`src/rtl/cavlc_pkg.sv`:
```
// Shared types and helpers for the CAVLC block controller.
// Scan-order index helpers map 4x4 luma indices to (x,y) block positions.
package cavlc_pkg;

    typedef enum logic [1:0] {
        BT_LUMA,
        BT_CDC420,
        BT_CDC422,
        BT_EXT
    } blk_type_e;

    typedef enum logic [2:0] {
        IDLE,
        NC_CALC,
        TOKEN,
        LATCH,
        RES_WAIT,
        DONE
    } state_e;

    localparam logic [4:0] NC_CDC420 = 5'b11111;
    localparam logic [4:0] NC_CDC422 = 5'b11110;

    function automatic logic [1:0] BLK_X(input logic [3:0] idx);
        return {idx[2], idx[0]};
    endfunction

    function automatic logic [1:0] BLK_Y(input logic [3:0] idx);
        return {idx[3], idx[1]};
    endfunction

    function automatic logic [3:0] BLK_IDX(input logic [1:0] x,
                                           input logic [1:0] y);
        return {y[1], x[1], y[0], x[0]};
    endfunction

endpackage

```
`src/rtl/cavlc_nc_calc.sv`:
```
// Luma nC predictor: picks left/top neighbour TotalCoeff and averages them.
// Neighbours inside the current MB come from the TC table and are always available.
module cavlc_nc_calc
    import cavlc_pkg::*;
#(
    parameter int TC_W = 5
) (
    input  logic [15:0][TC_W-1:0] tbl,
    input  logic [3:0]            idx,
    input  logic                  left_avail,
    input  logic [4*TC_W-1:0]     left_tc,
    input  logic                  top_avail,
    input  logic [4*TC_W-1:0]     top_tc,
    output logic [TC_W-1:0]       nc
);

    logic [1:0]      x;
    logic [1:0]      y;
    logic            a_av;
    logic            b_av;
    logic [TC_W-1:0] na;
    logic [TC_W-1:0] nb;
    logic [TC_W:0]   sum;

    always_comb begin
        x    = BLK_X(idx);
        y    = BLK_Y(idx);
        a_av = (x != 2'd0) || left_avail;
        b_av = (y != 2'd0) || top_avail;
        na   = (x != 2'd0) ? tbl[BLK_IDX(x - 2'd1, y)]
                           : left_tc[y*TC_W +: TC_W];
        nb   = (y != 2'd0) ? tbl[BLK_IDX(x, y - 2'd1)]
                           : top_tc[x*TC_W +: TC_W];
        sum  = {1'b0, na} + {1'b0, nb} + (TC_W+1)'(1);
        unique case ({a_av, b_av})
            2'b11:   nc = sum[TC_W:1];
            2'b10:   nc = na;
            2'b01:   nc = nb;
            default: nc = '0;
        endcase
    end

endmodule

```
`src/rtl/cavlc_block_ctrl.sv`:
```
// Per-block CAVLC sequencer: nC derivation, coeff-token step, residual hand-off.
// Holds the current MB's luma TotalCoeff table for intra-MB nC prediction.
module cavlc_block_ctrl
    import cavlc_pkg::*;
#(
    parameter int TC_W        = 5,
    parameter bit ERR_ZERO_SH = 1'b1
) (
    input  logic              Clk,
    input  logic              nReset,
    input  logic              MbStart,
    input  logic              BlkStart,
    output logic              BlkReady,
    input  logic [1:0]        BlkType,
    input  logic [3:0]        BlkIdx,
    input  logic [TC_W-1:0]   ExtNc,
    input  logic              LeftAvail,
    input  logic [4*TC_W-1:0] LeftMbTc,
    input  logic              TopAvail,
    input  logic [4*TC_W-1:0] TopMbTc,
    input  logic              BitsValid,
    output logic [TC_W-1:0]   NC,
    output logic              TokEnable,
    input  logic [4:0]        NumShift,
    input  logic [TC_W-1:0]   TotalCoeff,
    input  logic [1:0]        TrailingOnes,
    output logic              ShiftEn,
    output logic [4:0]        ShiftAmt,
    output logic              ResStart,
    output logic [TC_W-1:0]   ResTc,
    output logic [1:0]        ResT1,
    input  logic              ResDone,
    output logic              BlkDone,
    output logic [TC_W-1:0]   BlkTc,
    output logic              Err
);

    state_e                 state_q, state_d;
    blk_type_e              type_q, type_d;
    logic [3:0]             idx_q, idx_d;
    logic [TC_W-1:0]        ext_q, ext_d;
    logic [15:0][TC_W-1:0]  tbl_q, tbl_d;
    logic [TC_W-1:0]        nc_q, nc_d;
    logic [TC_W-1:0]        res_tc_q, res_tc_d;
    logic [1:0]             res_t1_q, res_t1_d;
    logic [TC_W-1:0]        blk_tc_q, blk_tc_d;
    logic                   err_q, err_d;
    logic                   res_start_q, res_start_d;
    logic                   blk_done_q, blk_done_d;
    logic                   tok_en;
    logic                   shift_en;
    logic [TC_W-1:0]        nc_luma;

    cavlc_nc_calc #(.TC_W(TC_W)) u_nc_calc (
        .tbl        (tbl_q),
        .idx        (idx_q),
        .left_avail (LeftAvail),
        .left_tc    (LeftMbTc),
        .top_avail  (TopAvail),
        .top_tc     (TopMbTc),
        .nc         (nc_luma)
    );

    always_comb begin
        state_d     = state_q;
        type_d      = type_q;
        idx_d       = idx_q;
        ext_d       = ext_q;
        tbl_d       = tbl_q;
        nc_d        = nc_q;
        res_tc_d    = res_tc_q;
        res_t1_d    = res_t1_q;
        blk_tc_d    = blk_tc_q;
        err_d       = err_q;
        res_start_d = 1'b0;
        blk_done_d  = 1'b0;
        tok_en      = 1'b0;
        shift_en    = 1'b0;
        unique case (state_q)
            IDLE: begin
                if (MbStart) begin
                    tbl_d = '0;
                    err_d = 1'b0;
                end
                if (BlkStart) begin
                    type_d  = blk_type_e'(BlkType);
                    idx_d   = BlkIdx;
                    ext_d   = ExtNc;
                    state_d = NC_CALC;
                end
            end
            NC_CALC: begin
                unique case (type_q)
                    BT_LUMA:   nc_d = nc_luma;
                    BT_CDC420: nc_d = NC_CDC420;
                    BT_CDC422: nc_d = NC_CDC422;
                    default:   nc_d = ext_q;
                endcase
                state_d = TOKEN;
            end
            TOKEN: begin
                if (BitsValid) begin
                    tok_en = 1'b1;
                    // A zero-length code cannot be valid; skip the residual path.
                    if (ERR_ZERO_SH && NumShift == 5'd0) begin
                        err_d      = 1'b1;
                        blk_done_d = 1'b1;
                        state_d    = DONE;
                    end else begin
                        shift_en = 1'b1;
                        state_d  = LATCH;
                    end
                end
            end
            LATCH: begin
                res_tc_d = TotalCoeff;
                res_t1_d = TrailingOnes;
                blk_tc_d = TotalCoeff;
                if (type_q == BT_LUMA) tbl_d[idx_q] = TotalCoeff;
                if (TotalCoeff == '0) begin
                    blk_done_d = 1'b1;
                    state_d    = DONE;
                end else begin
                    res_start_d = 1'b1;
                    state_d     = RES_WAIT;
                end
            end
            RES_WAIT: begin
                if (ResDone) begin
                    blk_done_d = 1'b1;
                    state_d    = DONE;
                end
            end
            default: state_d = IDLE;
        endcase
    end

    always_ff @(posedge Clk or negedge nReset) begin
        if (!nReset) begin
            state_q     <= IDLE;
            type_q      <= BT_LUMA;
            idx_q       <= '0;
            ext_q       <= '0;
            tbl_q       <= '0;
            nc_q        <= '0;
            res_tc_q    <= '0;
            res_t1_q    <= '0;
            blk_tc_q    <= '0;
            err_q       <= 1'b0;
            res_start_q <= 1'b0;
            blk_done_q  <= 1'b0;
        end else begin
            state_q     <= state_d;
            type_q      <= type_d;
            idx_q       <= idx_d;
            ext_q       <= ext_d;
            tbl_q       <= tbl_d;
            nc_q        <= nc_d;
            res_tc_q    <= res_tc_d;
            res_t1_q    <= res_t1_d;
            blk_tc_q    <= blk_tc_d;
            err_q       <= err_d;
            res_start_q <= res_start_d;
            blk_done_q  <= blk_done_d;
        end
    end

    assign BlkReady  = (state_q == IDLE);
    assign NC        = nc_q;
    assign TokEnable = tok_en;
    assign ShiftEn   = shift_en;
    assign ShiftAmt  = shift_en ? NumShift : 5'd0;
    assign ResStart  = res_start_q;
    assign ResTc     = res_tc_q;
    assign ResT1     = res_t1_q;
    assign BlkDone   = blk_done_q;
    assign BlkTc     = blk_tc_q;
    assign Err       = err_q;

endmodule
```
`config.mk`:
```
export PLATFORM = sky130hd
export DESIGN_NAME = cavlc_block_ctrl
export DESIGN_NICKNAME = d
export VERILOG_FILES = /design/src/rtl/cavlc_pkg.sv /design/src/rtl/cavlc_nc_calc.sv /design/src/rtl/cavlc_block_ctrl.sv
export SDC_FILE = /design/constraint.sdc
export NUM_CORES = 1
export LEC_CHECK = 0
export CAP_MARGIN = 20
export CORE_ASPECT_RATIO = 0.75
export CORE_MARGIN = 10
export CORE_UTILIZATION = 55
export CTS_CLUSTER_DIAMETER = 30
export CTS_CLUSTER_SIZE = 40
export DETAILED_ROUTE_END_ITERATION = 8
export GPL_TIMING_DRIVEN = 0
export PLACE_DENSITY = 0.81
export RECOVER_POWER = 50
export SYNTH_ARGS = -nofsm -noshare
export SYNTH_HDL_FRONTEND = slang
export SYNTH_SLANG_ARGS = --single-unit
```
`constraint.sdc`:
```
create_clock -name Clk -period 4.5 [get_ports Clk]
set_input_delay 0.9 -clock Clk [delete_from_list [all_inputs] [get_ports Clk]]
set_output_delay 0.9 -clock Clk [all_outputs]
set_load 0.01 [all_outputs]
```
==> metrics.yaml, run 1 <==
timing:
  worst_slew_pin_slew_ns: 2.85
  rsz0062_at_grt: "false"
  hold-worst-slack_ns: 0.483
  final.setup_skew_ns: 0.00548
  final-max-slew-violation-count: 51
  period_minus_slack_ns: 4.27
  final.setup.worst_slack_ns: 0.232
  hold_violations: 0
  timing.final.crit_share_pct: 94.8
  timing.fmax_mhz: 234
  setup_viol: 0
  setup_total_negative_slack_ns: 0
  max_slew_margin_pct: -89.9
detailed_routing:
  detail_route.drc_violations: 0
  drt_pre_antenna_iters: 6
  detailroute.via_count: 6077
  post_route_wl_mm: 22.0
  antenna_left: 0
  detail_route.iter0.violations: 875
  viasPerCell: 6.47
  detail_route.wl_per_cell_microns: 23.5
grt:
  grt_pass1_wl_mm: 33.9
  antenna_found_initial: 0
  aggregate_global_route_resource_usage_pct: 26.0
  grt_max_degree: 60
  grt_pass1_vias: 5897
  global_route.overflow_total: 0
yosys:
  synth_top_flop_cell: "dfrtp_1"
  synth_nets: 743
  synth-edff-count: 0
  synth_warnings: 0
  async_reset_ff_share_pct: 100
  mappedNetlistArea_sq_mm: 0.00655
  synth.ff_latch_count: 109
  seq_area_frac_synth_pct: 41.6
  netlist-cell-type-count: 56
  syn_inst: 662
  synth.avg_cell_area_sq_um: 9.90
setup_path:
  worst_ep_arrival_time_ns: 4.54
  type_of_the_worst_setup_path: "register to register"
  worst_setup_path_start_kind: "register"
  crit_path_max_fanout: 10
  worst_setup_end_kind: "register"
  worstPathRequired_ns: 4.78
place:
  globalplace.congestion: 1.05
  placement.setup.worst_slack_ns: -0.230
  buffer_ports.inserted: 98
  placed_cells_incl_taps: 923
  dpl-instance-area_sq_mm: 0.00776
  hpwlAfterDp_mm: 17.1
flow_run:
  cap_violations: 1
finish:
  final_layout_size_suffix_gt1_share_pct: 12.0
  area_growth_pct: 23.0
  final_area_sq_mm: 0.00806
  antenna_cells: 0
  fin_nets: 853
  layout.cells.most_common_list: "nand2_1 (162), dfrtp_1 (109), o21ai_0 (107), clkdlybuf4s50_1 (84), mux4_2 (42)"
  final-instance-count-excl-fill: 939
  layout.core_utilization_pct: 69.4
  mostFrequentLayoutCell: "nand2_1"
floorplan:
  floorplan.rows: 34
  floorplan.initialDensity_pct: 56.4
  die_w_microns: 146
  chipHeight_microns: 115
  floorplan.die_area_sq_mm: 0.0167
  coreArea_sq_mm: 0.0116
  io_pins: 99
pwr:
  power.share.clock_pct: 15.9
  vdd_drop_max_v: 0.000292
  intPower_mw: 2.70
  seq_power_share_pct: 25.7
  power_switching_share_pct: 45.8
  design_power_total_mw: 4.98
  pwr-share-comb_pct: 58.4
  pwr_density_cell_mw_per_mm2: 617
  power.net_switching_mw: 2.28
  leakage_nw: 3.34
clock_network:
  cts_tree: "yes"
  cts.reportedPaths.clkPinSlew_ns: 0.08
  clock_path_buffers: 2
  clock_latency_ns: 0.35
  htreeDepth: 3
  cts-root-buf: "clkbuf_16"
  post-cts-setup-buffer-count: 0
  cts_inserted_buffers: 9
  cts_sink_cnt: 109
run_status:
  result_of_the_run: "finished, violations left"
  failed_checks: "max-capacitance violations, max-slew violations"
min_path:
  holdCritPathClass: "register to register"
-- synthesized netlist by cell type, types with 3 or more instances --
cell type	n	share of area, %
nor2b_1	10	0.95
nor2_1	25	1.4
mux2_2	9	1.5
o22ai_1	3	0.29
buf_6	4	0.69
dfrtp_1	109	42
ha_1	9	1.7
clkbuf_1	25	1.4
inv_1	9	0.52
nand3_1	7	0.53
mux4_2	42	14
nand2_1	162	9.3
o211ai_1	3	0.34
and2_1	9	0.86
a211o_1	3	0.40
o21ai_0	107	8.2
buf_4	9	1.0
mux4_1	7	2.8
o31ai_1	5	0.57
a21oi_1	17	1.3
mux2i_1	12	1.8
nor4_1	3	0.29
nand2b_1	5	0.48
a31oi_1	6	0.57
a211oi_1	3	0.34
or3_1	3	0.29
nor3_1	10	0.76
buf_2	6	0.46
-- worst max-delay path, cell delays in order, from the launching register on --
cell      delay, ns
dfrtp_1        0.34
buf_6          0.16
buf_6          0.19
buf_4          0.25
buf_4          0.27
inv_1          0.13
ha_1           0.43
clkbuf_4       0.29
mux4_2         0.31
mux2i_1        0.29
a311oi_1       0.20
ha_1           0.43
a21oi_1        0.20
xor2_1         0.09
a221oi_1       0.29
a31oi_1        0.09
o21ai_0        0.19
-- power groups by stage --
stage               clock network (mW)  registers (mW)  logic [mW]
global placement                     0            1.28        2.80
CTS                              0.793            1.28        2.85
detailed placement                   0            1.29        2.83
floorplan                            0            1.28        1.89
global route                     0.823            1.30        3.11
finish                           0.789            1.28        2.91
-- per-layer routing --
layer	track usage [%]	share of wire, %
met1	35.0	41
met2	39.5	44
met3	9.20	12
met4	6.52	2.6
met5	0	0
-- state kept, by name (all words and copies together), names as in the netlist --
name,count
BlkDone,1
BlkTc,5
type_q,2
ext_q,5
NC,5
ResStart,1
Err,1
tbl_q,80
state_q,3
ResT1,2
idx_q,4
-- kinds of logic after synthesis --
logic type	after synthesis	synth area share, %
AO/OA/AOI/OAI	166	14.5
XOR/XNOR	2	0.267
adder cells (fa/ha/maj)	10	2.02
buffers and inverters	57	4.35
flip-flops	109	41.6
multiplexers	71	21.0
AND/OR/NAND/NOR	247	16.3
-- cell type report --
type                    count  area (sq um)
repair buffers             99          1000
well taps                 162           203
plain buffers              46           250
flip-flops and latches    109          2730
multi-input cells         496          3540
inverters                  11          41.3
clock inverters             7          71.3
clock buffers               9           225
fillers                   919          3550
-- path summary, 6_finish.rpt --
check                       endpoint  slack, ns  cells after the start      from
max                            NC[3]       0.23                     16  idx_q[1]
min                         ResT1[1]       0.48                      2  ResT1[1]
max reg2reg                    NC[3]       0.23                     16  idx_q[1]
min reg2reg                 ResT1[1]       0.48                      2  ResT1[1]
max in group asynchronous   tbl_q[2]       1.43                      1    nReset
min in group asynchronous  tbl_q[44]       1.45                      1    nReset
-- what timing repair did --
action | in CTS | in global routing
hold buffers | 0 | 0
gates resized for setup | 2 | 4
endpoints found under the setup margin | 2 | 2
Power figures use the tool's default switching activity.
==> run 2, diff against run 1 <==
- REMOVE_ABC_BUFFERS: unset -> 1
==> metrics.yaml, run 2 (synthesis gave the netlist of run 1 again) <==
floorplan:
  floorplan.initialDensity_pct: 56.4  # unchanged
  floorplan.rows: 34  # unchanged
  io_pins: 99  # unchanged
  floorplan.die_area_sq_mm: 0.0167  # unchanged
  chipHeight_microns: 115  # unchanged
  die_w_microns: 146  # unchanged
  coreArea_sq_mm: 0.0116  # unchanged
setup_path:
  r2r.worst_path.cells: 13  # was 16
  worst_setup_end_kind: "register"  # unchanged
  worst_setup_path_start_kind: "register"  # unchanged
  worstReg2RegEnd: "NC[3]"  # unchanged
  crit_chain: "inv_2, ha_4, mux4_1, mux4_2, mux2i_4, nand2_1, fa_1, a21o_1, a21oi_1, xor2_1, a221oi_1, a31oi_1, o21ai_0"  # was buf_6, buf_6, buf_4, buf_4, inv_1, ha_1, clkbuf_4, mux4_2, mux2i_1, a311oi_1, ha_1, a21oi_1, xor2_1, a221oi_1, a31oi_1, o21ai_0
  crit_path_max_fanout: 23  # was 10
  ff2ff_setup_slack_ns: 0.28  # was 0.23 ns
  r2r_start: "idx_q[2]"  # was idx_q[1]
  worstPathRequired_ns: 4.73  # was 4.78 ns
  type_of_the_worst_setup_path: "register to register"  # unchanged
  worst_setup_path_startpoint: "idx_q[2]"  # was idx_q[1]
  end_of_the_critical_path: "NC[3]"  # unchanged
  worst_ep_arrival_time_ns: 4.45  # was 4.54 ns
  critical-path-slowest-cell: "dfrtp_2"  # was ha_1
  crit_path_max_incr_delay_ns: 0.73  # was 0.43 ns
clock_network:
  cts.hold.buffers_added: 0  # unchanged
  htreeDepth: 3  # unchanged
  post-cts-setup-buffer-count: 0  # unchanged
  post_cts.resized_instances: 3  # was 2
  cts_inserted_buffers: 9  # unchanged
  cts-root-buf: "clkbuf_16"  # unchanged
  clock_path_buffers: 2  # unchanged
  cts.reportedPaths.clkPinSlew_ns: 0.08  # about the same
  cts_tree: "yes"  # unchanged
  cts_sink_cnt: 109  # unchanged
  clock_latency_ns: 0.36  # was 0.35 ns
run_status:
  failed_checks: "max-capacitance violations, max-slew violations"  # unchanged
  result_of_the_run: "finished, violations left"  # unchanged
timing:
  final.setup.worst_slack_ns: 0.283  # was 0.232 ns
  setup_viol: 0  # unchanged
  hold-worst-slack_ns: 0.503  # was 0.483 ns
  timing.fmax_mhz: 237  # was 234 MHz
  period_minus_slack_ns: 4.22  # was 4.27 ns
  hold_violations: 0  # unchanged
  timing.final.crit_share_pct: 93.7  # was 94.8%
  final.setup_skew_ns: 0.0110  # was 0.00548 ns
  rsz0062_at_grt: "false"  # unchanged
  setup_total_negative_slack_ns: 0  # unchanged
  max_slew_margin_pct: -34.1  # was -89.9%
  final-max-slew-violation-count: 112  # was 51
  worst_slew_pin_slew_ns: 2.01  # was 2.85 ns
detailed_routing:
  viasPerCell: 6.61  # was 6.47
  post_route_wl_mm: 20.7  # was 22.0 mm
  antenna_left: 0  # unchanged
  detail_route.iter0.violations: 1043  # was 875
  detail_route.wl_per_cell_microns: 23.1  # was 23.5 microns
  drt_pre_antenna_iters: 7  # was 6
  detailroute.via_count: 5912  # was 6,077
  detail_route.drc_violations: 0  # unchanged
finish:
  final_layout_size_suffix_gt1_share_pct: 10.9  # was 12.0%
  area_growth_pct: 20.0  # was 23.0%
  antenna_cells: 0  # unchanged
  largest_register_ffs: 80  # unchanged
  registers.top_by_ff_count: "tbl_q"  # unchanged
  final_area_sq_mm: 0.00786  # was 0.00806 sq mm
  layout.cells.most_common_list: "nand2_1 (162), o21ai_0 (107), dfrtp_1 (105), clkdlybuf4s50_1 (96), mux4_2 (42)"  # was nand2_1 (162), dfrtp_1 (109), o21ai_0 (107), clkdlybuf4s50_1 (84), mux4_2 (42)
  fin_nets: 809  # was 853
  mostFrequentLayoutCell: "nand2_1"  # unchanged
  layout.core_utilization_pct: 67.7  # was 69.4%
place:
  hpwlAfterDp_mm: 15.2  # was 17.1 mm
  buffer_ports.inserted: 98  # unchanged
  placement.setup.worst_slack_ns: -0.370  # was -0.230 ns
  dpl-instance-area_sq_mm: 0.00755  # was 0.00776 sq mm
  globalplace.congestion: 0.963  # was 1.05
grt:
  grt_max_degree: 66  # was 60
  antenna_found_initial: 0  # unchanged
  aggregate_global_route_resource_usage_pct: 24.9  # was 26.0%
  grt_pass1_vias: 5742  # was 5,897
  global_route.overflow_total: 0  # unchanged
  grt_pass1_wl_mm: 33.2  # was 33.9 mm
flow_run:
  cap_violations: 2  # was 1
pwr:
  vdd_drop_max_v: 0.000322  # was 0.000292 V
  leakage_nw: 3.20  # was 3.34 nW
  pwr_density_cell_mw_per_mm2: 615  # was 617 mW/mm^2
min_path:
  holdCritPathClass: "register to register"  # unchanged
run 2: how the worst min path moves through the flow:
stage                     slack, ns  cells past startpoint  endpoint      from
after detailed placement       0.49                      1     NC[4]     NC[4]
after global routing           0.52                      1     NC[4]     NC[4]
after global placement         0.46                      2  ResT1[0]  ResT1[0]
after CTS                      0.50                      1     NC[4]     NC[4]
final                          0.50                      2  ResT1[0]  ResT1[0]
after floorplan                0.46                      2  tbl_q[0]  tbl_q[0]
run 2: cell type report:
cell class                      count  area (sq um)
Clock buffer                       10           239
Fill cell                         889          3750
Timing Repair Buffer              101          1030
Clock inverter                      6          63.8
Inverter                           11          41.3
Multi-Input combinational cell    496          3550
Sequential cell                   109          2740
Tap cell                          162           203
run 2: stage by stage:
step / cells / power [mW]
after global routing: 895 / 5.13
final: 895 / 4.84
after CTS: 895 / 4.76
after global placement: 876 / 3.84
after floorplan: 616 / 3.03
after detailed placement: 879 / 3.95
run 2: power breakdown:
| part | leakage (nW) | switching [mW] | internal [mW] |
|---|---|---|---|
| registers | 1.47 | 0.305 | 1.16 |
| logic | 1.59 | 1.47 | 1.09 |
| clock network | 0.146 | 0.405 | 0.407 |
| total | 3.20 | 2.18 | 2.66 |
run 2: critical path: cells and delay by family (launching register included):
kind | cells | cell delay (ns)
buf+inv | 1 | 0.25
fa+ha+maj | 2 | 0.90
compound gates | 5 | 0.81
flops | 1 | 0.73
simple gates | 1 | 0.10
mux | 3 | 1.16
xor+xnor | 1 | 0.16
run 2: per-layer routing:
metal | track usage [%] | vias to the layer above | part of all wire, %
met4 | 7.78 | 2 | 2.6
li1 | - | 2532 | -
met3 | 5.41 | 59 | 11
met2 | 38.0 | 437 | 45
met5 | 0 | - | 0.10
met1 | 34.9 | 2882 | 41
==> run 3, diff against run 2 <==
- CORE_UTILIZATION: 55 -> 34
- PLACE_DENSITY: 0.81 -> unset
==> metrics.yaml, run 3 (synthesis gave the netlist of run 1 again) <==
clock_network:
  htreeDepth: 3  # unchanged
  cts_tree: "yes"  # unchanged
  cts.reportedPaths.clkPinSlew_ns: 0.08  # about the same
  clock_latency_ns: 0.35  # was 0.36 ns
  cts.hold.buffers_added: 0  # unchanged
  clock_path_buffers: 2  # unchanged
  cts-root-buf: "clkbuf_16"  # unchanged
  cts_inserted_buffers: 9  # unchanged
  cts_sink_cnt: 109  # unchanged
pwr:
  intPower_mw: 2.70  # was 2.66 mW
  pwr-share-comb_pct: 52.9  # about the same
  pwr_density_cell_mw_per_mm2: 612  # was 615 mW/mm^2
  power.net_switching_mw: 2.18  # about the same
  leakage_nw: 3.20  # about the same
  seq_power_share_pct: 30.0  # was 30.3%
  power_switching_share_pct: 44.7  # was 45.1%
  power.share.clock_pct: 17.1  # was 16.8%
  design_power_total_mw: 4.89  # was 4.84 mW
  vdd_drop_max_v: 0.000275  # was 0.000322 V
finish:
  final.fill_count: 1817  # was 889
  mostFrequentLayoutCell: "nand2_1"  # unchanged
  largest_register_ffs: 80  # unchanged
  final_area_sq_mm: 0.00799  # was 0.00786 sq mm
  area_growth_pct: 21.9  # was 20.0%
  multi_input_comb_area_sq_mm: 0.00355  # about the same
  final-instance-count-excl-fill: 982  # was 895
  registers.top_by_ff_count: "tbl_q"  # unchanged
  layout.cells.most_common_list: "nand2_1 (162), o21ai_0 (107), dfrtp_1 (105), clkdlybuf4s50_1 (96), mux4_2 (42)"  # unchanged
  final_layout_size_suffix_gt1_share_pct: 11.1  # was 10.9%
  fin_nets: 810  # was 809
  seqCellArea_sq_mm: 0.00274  # about the same
setup_path:
  worst_setup_path_start_kind: "register"  # unchanged
  critical_path.top_delay_family: "compound AO/OA/AOI/OAI gates"  # was multiplexers
  r2r.worst_path.cells: 13  # unchanged
  r2r_start: "idx_q[1]"  # was idx_q[2]
  worst_setup_end_kind: "register"  # unchanged
  crit_path_max_fanout: 32  # was 23
  worst_ep_arrival_time_ns: 4.44  # was 4.45 ns
  worst_setup_path_startpoint: "idx_q[1]"  # was idx_q[2]
  worstPathRequired_ns: 4.76  # was 4.73 ns
  crit_buf_inv: 1  # unchanged
  crit_path_max_incr_delay_ns: 0.81  # was 0.73 ns
  worstReg2RegEnd: "NC[3]"  # unchanged
  ff2ff_setup_slack_ns: 0.32  # was 0.28 ns
  critical-path-slowest-cell: "dfrtp_4"  # was dfrtp_2
  type_of_the_worst_setup_path: "register to register"  # unchanged
  crit_chain: "inv_1, ha_2, mux4_2, and2_1, o211ai_1, o311ai_0, ha_1, a21o_1, a21oi_1, xor2_1, a221oi_1, a31oi_1, o21ai_0"  # was inv_2, ha_4, mux4_1, mux4_2, mux2i_4, nand2_1, fa_1, a21o_1, a21oi_1, xor2_1, a221oi_1, a31oi_1, o21ai_0
min_path:
  worst_hold_path.endpoint: "ResT1[0]"  # unchanged
  timing.hold.worst.start: "ResT1[0]"  # unchanged
  hold-path-cell-count: 2  # unchanged
  holdCritPathClass: "register to register"  # unchanged
floorplan:
  chipHeight_microns: 140  # was 115 microns
  die_w_microns: 180  # was 146 microns
  coreArea_sq_mm: 0.0187  # was 0.0116 sq mm
  floorplan.initialDensity_pct: 35.0  # was 56.4%
  io_pins: 99  # unchanged
  floorplan.die_area_sq_mm: 0.0253  # was 0.0167 sq mm
  floorplan.rows: 43  # was 34
grt:
  grt_pass1_wl_mm: 33.1  # was 33.2 mm
  grt_max_degree: 98  # was 66
  global_route.overflow_total: 0  # unchanged
  aggregate_global_route_resource_usage_pct: 16.4  # was 24.9%
  grt_pass1_vias: 5291  # was 5,742
  antenna_found_initial: 2  # was 0
timing:
  hold_violations: 0  # unchanged
  setup_viol: 0  # unchanged
  rsz0062_at_grt: "false"  # unchanged
  final.setup.worst_slack_ns: 0.318  # was 0.283 ns
  period_minus_slack_ns: 4.18  # was 4.22 ns
  timing.fmax_mhz: 239  # was 237 MHz
  final.setup_skew_ns: 0.0106  # was 0.0110 ns
  worst_slew_pin_slew_ns: 2.49  # was 2.01 ns
  max_slew_margin_pct: -66.0  # was -34.1%
  timing.final.crit_share_pct: 92.9  # was 93.7%
  final-max-slew-violation-count: 98  # was 112
detailed_routing:
  detail_route.iter0.violations: 685  # was 1,043
  drt_pre_antenna_iters: 5  # was 7
  detailroute.via_count: 5624  # was 5,912
  detail_route.wl_per_cell_microns: 21.7  # was 23.1 microns
  post_route_wl_mm: 21.3  # was 20.7 mm
  viasPerCell: 5.73  # was 6.61
  detail_route.drc_violations: 0  # unchanged
  antenna_left: 0  # unchanged
place:
  dpl-instance-area_sq_mm: 0.00765  # was 0.00755 sq mm
  placement.setup.worst_slack_ns: -0.511  # was -0.370 ns
  globalplace.congestion: 0.864  # was 0.963
  placed_cells_incl_taps: 963  # was 879
  hpwlAfterDp_mm: 15.0  # was 15.2 mm
  buffer_ports.inserted: 98  # unchanged
run_status:
  failed_checks: "max-capacitance violations, max-slew violations"  # unchanged
  result_of_the_run: "finished, violations left"  # unchanged
flow_run:
  cap_violations: 1  # was 2
## run 3: changes by cell type in the layout (fill, tap and decap cells not counted), sizes merged
cell	change
clkinv	-1
clkdlybuf4s25	-1
buf	+1
diode	+2
bufinv	+1
## run 3: metal layers
layer  global-route usage [%]  part of all wire [%]
met1                     25.0                    50
met2                     23.0                    42
met3                     3.78                   7.5
met4                     2.63                  0.48
met5                        0                     0
## run 3: timing repair
action | 4_1_cts | 5_1_grt
setup endpoints to repair | 2 | 1
buffers inserted | 1 | 1
resized for setup | 3 | 4
## run 3: worst max-delay path by stage
stage                 to  slack, ns  cells past startpoint
3_3_place_gp   tbl_q[37]      -1.86                      1
6_report           NC[3]       0.32                     13
2_1_floorplan      NC[3]      -0.49                     13
5_1_grt            NC[3]       0.08                     13
3_5_place_dp       NC[3]      -0.51                     13
4_1_cts            NC[3]       0.06                     13
## run 3: worst min-delay path, delay by kind of cell, from the launching register on
family | cells | cell delay, ns
flip-flops | 1 | 0.35
AND/OR/NAND/NOR | 2 | 0.11
## run 3: layout make-up
| type | instances | share of cell area [%] |
|---|---|---|
| Inverter | 11 | 0.517 |
| Antenna cell | 2 | 0.0627 |
| Sequential cell | 109 | 34.3 |
| Multi-Input combinational cell | 496 | 44.5 |
| Clock inverter | 6 | 1.03 |
| Timing Repair Buffer | 102 | 12.9 |
| Tap cell | 247 | 3.87 |
| Clock buffer | 9 | 2.82 |
## run 3: metrics by stage
| stage | utilization, % | hold slack, ns | setup TNS [ns] |
|---|---|---|---|
| floorplan | - | 0.455 | -0.638 |
| global placement | 40.6 | 0.465 | -208.92 |
| detailed placement | 40.9 | 0.472 | -0.511 |
| CTS | 42.6 | 0.361 | 0 |
| global route | 42.6 | 0.508 | 0 |
| finish | 42.7 | 0.489 | 0 |
## run 3: power by group through the flow
stage / Sequential (mW) / Clock [mW] / Combinational [mW]
6_report: 1.46 / 0.838 / 2.59
5_1_grt: 1.50 / 0.891 / 2.81
4_1_cts: 1.47 / 0.846 / 2.51
3_5_place_dp: 1.53 / 0 / 2.43
3_3_place_gp: 1.57 / 0 / 2.37
2_1_floorplan: 1.48 / 0 / 1.55
